## config.mk

```make
export PLATFORM = sky130hd
export DESIGN_NAME = instruction_cache
export DESIGN_NICKNAME = d
export VERILOG_FILES = /design/src/rtl/instruction_cache.sv
export SDC_FILE = /design/constraint.sdc
export NUM_CORES = 1
export LEC_CHECK = 0
export BUFFER_PORTS_ARGS = -buffer_cell sky130_fd_sc_hd__buf_2
export CAP_MARGIN = 10
export CORE_UTILIZATION = 25
export CTS_BUF_LIST = sky130_fd_sc_hd__clkbuf_4
export CTS_CLUSTER_SIZE = 16
export DETAILED_ROUTE_END_ITERATION = 10
export PLACE_DENSITY = 0.43
export SYNTH_ARGS = -nofsm -noshare
export SYNTH_HDL_FRONTEND = slang
export SYNTH_SLANG_ARGS = --single-unit
export TNS_END_PERCENT = 5
```

## constraint.sdc

```tcl
create_clock -name CLK -period 15.29 [get_ports CLK]
set_clock_uncertainty 0.1 [all_clocks]
set_input_delay 0.7645 -clock CLK [delete_from_list [all_inputs] [get_ports CLK]]
set_output_delay 0.7645 -clock CLK [all_outputs]
set_load 0.05 [all_outputs]
```

## src/rtl/instruction_cache.sv

```systemverilog
// instruction_cache: direct-mapped, read-only instruction cache that sits
// between the fetch stage and instruction memory. A hit returns the word
// in the same cycle. A miss stalls fetch and refills one 128-bit block.
//
// Ports:
//   CLK, RESET      clock; asynchronous active-high reset
//   PC              byte fetch address
//   INSTRUCTION     fetched instruction
//   busywait        stall to fetch (instruction_mem_busywait)
//   mem_read        block read request to instruction memory
//   mem_address     block address (latched miss PC[31:4])
//   mem_readdata    refill block; word n at bits [32n+31:32n]
//   mem_busywait    memory busy; data valid while low with mem_read high
module instruction_cache #(
  parameter int unsigned INDEX_BITS = 3
) (
  input  logic         CLK,
  input  logic         RESET,
  input  logic [31:0]  PC,
  output logic [31:0]  INSTRUCTION,
  output logic         busywait,
  output logic         mem_read,
  output logic [27:0]  mem_address,
  input  logic [127:0] mem_readdata,
  input  logic         mem_busywait
);

  localparam int unsigned LINES    = 1 << INDEX_BITS;
  localparam int unsigned TAG_BITS = 28 - INDEX_BITS;
  localparam logic [31:0] NOP      = 32'h0000_0013;
  localparam logic [31:0] NO_REQ   = 32'hFFFF_FFFC;

  typedef enum logic [1:0] {IDLE, MEM_READ, UPDATE} state_t;

  state_t state, state_next;

  logic [LINES-1:0]    line_valid;
  logic [TAG_BITS-1:0] line_tag  [LINES];
  logic [127:0]        line_data [LINES];

  logic [27:0]  miss_addr;
  logic [127:0] refill_buf;
  logic [31:0]  last_hit;

  logic [INDEX_BITS-1:0] pc_index;
  logic [TAG_BITS-1:0]   pc_tag;
  logic [6:0]            word_offset;
  logic [127:0]          cur_line;
  logic [31:0]           cur_word;
  logic                  no_req;
  logic                  hit;
  logic                  lookup_miss;

  logic [INDEX_BITS-1:0] fill_index;
  logic [TAG_BITS-1:0]   fill_tag;

  // Lookup
  always_comb begin
    pc_index    = PC[4 +: INDEX_BITS];
    pc_tag      = PC[31 -: TAG_BITS];
    word_offset = {PC[3:2], 5'b0};
    cur_line    = line_data[pc_index];
    cur_word    = cur_line[word_offset +: 32];
    no_req      = (PC == NO_REQ);
    hit         = (state == IDLE) && !no_req && line_valid[pc_index]
                  && (line_tag[pc_index] == pc_tag);
    lookup_miss = (state == IDLE) && !no_req && !hit;
    fill_index  = miss_addr[INDEX_BITS-1:0];
    fill_tag    = miss_addr[27 -: TAG_BITS];
  end

  // State register
  always_ff @(posedge CLK or posedge RESET) begin
    if (RESET) state <= IDLE;
    else       state <= state_next;
  end

  // Next-state logic
  always_comb begin
    state_next = state;
    unique case (state)
      IDLE:     if (lookup_miss)   state_next = MEM_READ;
      MEM_READ: if (!mem_busywait) state_next = UPDATE;
      UPDATE:                      state_next = IDLE;
      default:                     state_next = IDLE;
    endcase
  end

  // Outputs
  always_comb begin
    mem_read    = (state == MEM_READ);
    mem_address = miss_addr;
    busywait    = (state != IDLE) || lookup_miss;
    if (no_req)   INSTRUCTION = NOP;
    else if (hit) INSTRUCTION = cur_word;
    else          INSTRUCTION = last_hit;
  end

  // Miss address, refill buffer, last hit word and valid bits; an abort by
  // reset discards the buffer, and the line is only installed from UPDATE.
  always_ff @(posedge CLK or posedge RESET) begin
    if (RESET) begin
      miss_addr  <= '0;
      refill_buf <= '0;
      last_hit   <= NOP;
      line_valid <= '0;
    end else begin
      if (lookup_miss) miss_addr <= PC[31:4];
      if (state == MEM_READ && !mem_busywait) refill_buf <= mem_readdata;
      if (hit) last_hit <= cur_word;
      if (state == UPDATE) line_valid[fill_index] <= 1'b1;
    end
  end

  // Tag/data arrays carry no reset; the valid bits qualify them.
  always_ff @(posedge CLK) begin
    if (state == UPDATE) begin
      line_tag[fill_index]  <= fill_tag;
      line_data[fill_index] <= refill_buf;
    end
  end

endmodule

```

==> results.py <==
metrics = {
    "run_status": {
        "outcome": "complete, no violations",
    },
    "clocking": {
        "cts_repair_resize_count": 0,
        "ctsRootBufferMaster": "sky130_fd_sc_hd__clkbuf_4",
        "clk_pin_slew_ps": 60,
        "tritoncts": "yes",
        "cts_buf_count": 393,
        "tritoncts_num_sinks": 1422,
        "post-cts-setup-buffers": 0,
        "clock_path_buffers": 4,
        "clock_insertion_delay_worst_skew_ps": 1290,
        "htree_levels": 5,
    },
    "global_routing": {
        "globalRouteOverflowTotal": 0,
        "initial_antenna_violation_count": 14,
        "grt_max_degree": 118,
        "grtUsageTotal": 0.136,
        "grt_pass1_wl_mm": 213,
        "grt_pass1_vias": 30400,
    },
    "logic_synthesis": {
        "synth_compound_gate_area_share": 0.00694,
        "synth-seq-area-share": 0.768,
        "postSynth.asyncResetShare": 0.139,
        "synth.ff_latch_count": 1422,
        "synth_nets": 2522,
        "synth-edff-count": 1224,
        "post_synth_fa_ha_maj_area_fraction": 0,
        "synth_flop_cell": "sky130_fd_sc_hd__edfxtp_1",
        "main_combinational_cell_family_by_area_after_synthesis": "multiplexers",
        "syn_area_per_cell_um2": 23.0,
        "synth.cell_area_mm2": 0.0543,
        "multiplexer_share_of_the_synthesized_area": 0.198,
        "post_synth_and_or_nand_nor_area_fraction": 0.0130,
        "synth_cells": 2359,
        "parity_gate_share_of_the_synthesized_area_counting_xor_and_xnor_cells": 0.00355,
        "yosys.cell_types.count": 39,
        "yosys_warnings": 0,
    },
    "setup_path": {
        "required_ps": 14430,
        "kind_of_launch_point_of_the_worst_setup_path": "primary input",
        "reg2regPathDepth": 9,
        "critPathArrivalTime_ps": 6670,
        "startpoint": "PC[5]",
        "category_of_the_critical_setup_timing_path": "primary input to primary output",
        "regToRegStartpoint": "line_tag[7][16]$_DFFE_PP_",
        "critical_path.endpoint_type": "primary output",
        "worst_r2r_setup_slack_ps": 11590,
        "crit_path_end": "INSTRUCTION[29]",
        "crit_fanout": 84,
        "worst_r2r_endpoint": "mem_address[0]$_DFFE_PP0P_",
    },
    "cells_and_area": {
        "nNetsFinal": 3245,
        "drive_gt1_frac": 0.434,
        "cell_area_after_layout_mm2": 0.0658,
        "final_common_cell": "sky130_fd_sc_hd__edfxtp_1",
        "syn_to_final_growth_pct": 21.3,
        "layout.cells.most_common_list": "sky130_fd_sc_hd__edfxtp_1 (1224), sky130_fd_sc_hd__clkbuf_4 (594), sky130_fd_sc_hd__mux4_2 (370)",
    },
    "detailed_routing": {
        "total_number_of_vias": 27400,
        "route.detailed.wl_per_inst_um": 23.8,
        "detail_routed_via_count_per_cell": 4.39,
        "postRouteWirelength_mm": 149,
        "first_pass_iters": 5,
        "drc_errors": 0,
        "final_antenna_net_count": 0,
        "drt_iter0_markers": 1778,
    },
    "sta": {
        "post_route_fraction_of_the_period_consumed_by_the_critical_path": 0.493,
        "final_hold_viol_count": 0,
        "setup_repair_after_global_routing_missed_its_margin": "no",
        "setup_viol": 0,
        "worst_slew_pin_slew_ps": 1250,
        "fin_worst_hold_slack_ps": 186,
        "max_slew_margin": 0.167,
        "layout_min_cycle_time_ps": 7540,
        "fin_tns_setup_ps": 0,
        "fmax_mhz": 133,
        "max_slew_violation_count": 0,
    },
    "hold_path": {
        "hp-class": "primary input to flip-flop",
    },
    "floorplan": {
        "initial_utilization": 0.252,
        "placeableCoreArea_mm2": 0.215,
        "die_y_um": 468,
        "rows": 170,
        "num_io_pins": 225,
        "die_area_mm2": 0.219,
        "dieWidth_um": 468,
    },
    "placement": {
        "hpwlAfterDp_mm": 81.0,
        "placement.cell_area_mm2": 0.0589,
        "place_congestion": 0.705,
        "place.port_buffers": 224,
    },
    "flow_run": {
        "max_cap_viol_count": 0,
    },
    "pwr": {
        "leakagePower_nw": 22.2,
        "total_power_mw": 10.3,
        "power.density_cell_area_mw_per_mm2": 156,
        "irDropWorstVdd_uv": 74.6,
    },
}
flip-flops by register name, summed over array words and instances, names as in the netlist:
| signal | count |
|---|---|
| line_data | 1024 |
| line_tag | 200 |
| refill_buf | 128 |
| last_hit | 32 |
| mem_address | 28 |
| line_valid | 8 |
| state | 2 |
synth_stat cells (10+ instances only):
library cell,instances,area (µm²)
sky130_fd_sc_hd__edfxtp_1,1224,36800
sky130_fd_sc_hd__dfrtp_1,195,4880
sky130_fd_sc_hd__nand2_1,36,135
sky130_fd_sc_hd__mux4_2,370,8330
sky130_fd_sc_hd__a21oi_1,32,160
sky130_fd_sc_hd__xor2_1,10,87.6
sky130_fd_sc_hd__nand3_1,37,185
sky130_fd_sc_hd__mux2_2,180,2030
sky130_fd_sc_hd__nand4_1,14,87.6
sky130_fd_sc_hd__o21ai_0,24,120
sky130_fd_sc_hd__buf_2,36,180
sky130_fd_sc_hd__buf_1,24,90.1
sky130_fd_sc_hd__mux2i_1,27,270
sky130_fd_sc_hd__xnor2_1,12,105
sky130_fd_sc_hd__or2_2,10,62.6
sky130_fd_sc_hd__clkbuf_1,55,206
critical path: stages:
cell	delay [ps]
sky130_fd_sc_hd__dlygate4sd3_1	560
sky130_fd_sc_hd__buf_8	620
sky130_fd_sc_hd__buf_4	710
sky130_fd_sc_hd__buf_4	880
sky130_fd_sc_hd__mux4_2	600
sky130_fd_sc_hd__mux2i_1	210
sky130_fd_sc_hd__xnor2_1	100
sky130_fd_sc_hd__nor4_1	380
sky130_fd_sc_hd__and3_2	230
sky130_fd_sc_hd__buf_4	560
sky130_fd_sc_hd__nand3_1	230
sky130_fd_sc_hd__a21oi_1	300
sky130_fd_sc_hd__buf_2	330
kinds of logic (layout without fill, tap and decap cells):
family / count (synthesis) / count (layout)
other: 0 / 12
AOI/OAI and AO/OA: 71 / 71
muxes: 586 / 586
buffers and inverters: 125 / 1152
xor gates and xnor gates: 22 / 22
and+or+nand+nor: 133 / 133
DFF: 1422 / 1422
per-stage QoR:
stage	util	setup slack, ps	cells
finish	0.306	7750	6236
global route	0.306	7330	6235
CTS	0.306	7510	6224
detailed placement	0.274	8090	5341
global placement	0.274	8110	5341
floorplan	-	2640	2359
final cells by class:
type | count | area [µm²]
diodes | 12 | 30.0
clock buffers | 594 | 4460
repair buffers | 452 | 3430
inverters | 1 | 11.3
flip-flops and latches | 1422 | 41700
multi-input cells | 812 | 12100
fillers | 21100 | 149000
clock inverters | 105 | 559
well taps | 2838 | 3550
report_power, final:
group | switching, mW | internal (mW)
clock network | 1.59 | 1.85
registers | 0.578 | 5.13
logic | 0.639 | 0.492
metal layers:
layer	up-vias	global-route usage	share of wire
li1	11700	-	-
met1	14600	0.167	0.42
met2	765	0.236	0.51
met3	269	0.0311	0.048
met4	10	0.0412	0.019
met5	-	0	0.00040
worst min path at each step:
stage	startpoint	end	slack, ps	cells after the start
after floorplan	line_valid[1]$_DFFE_PP0P_	line_valid[1]$_DFFE_PP0P_	330	1
after global placement	line_valid[1]$_DFFE_PP0P_	line_valid[1]$_DFFE_PP0P_	350	1
after detailed placement	line_valid[3]$_DFFE_PP0P_	line_valid[3]$_DFFE_PP0P_	360	1
after CTS	mem_readdata[58]	refill_buf[58]$_DFFE_PP0P_	0.7	3
after global routing	mem_readdata[30]	refill_buf[30]$_DFFE_PP0P_	9	3
final	mem_readdata[36]	refill_buf[36]$_DFFE_PP0P_	190	3
what timing repair did:
| item | 4_1_cts | 5_1_grt |
|---|---|---|
| setup endpoints to repair | 0 | 0 |
| hold endpoints to repair | 222 | 0 |
| hold buffers | 184 | 0 |
(Power assumes the default switching activity.)
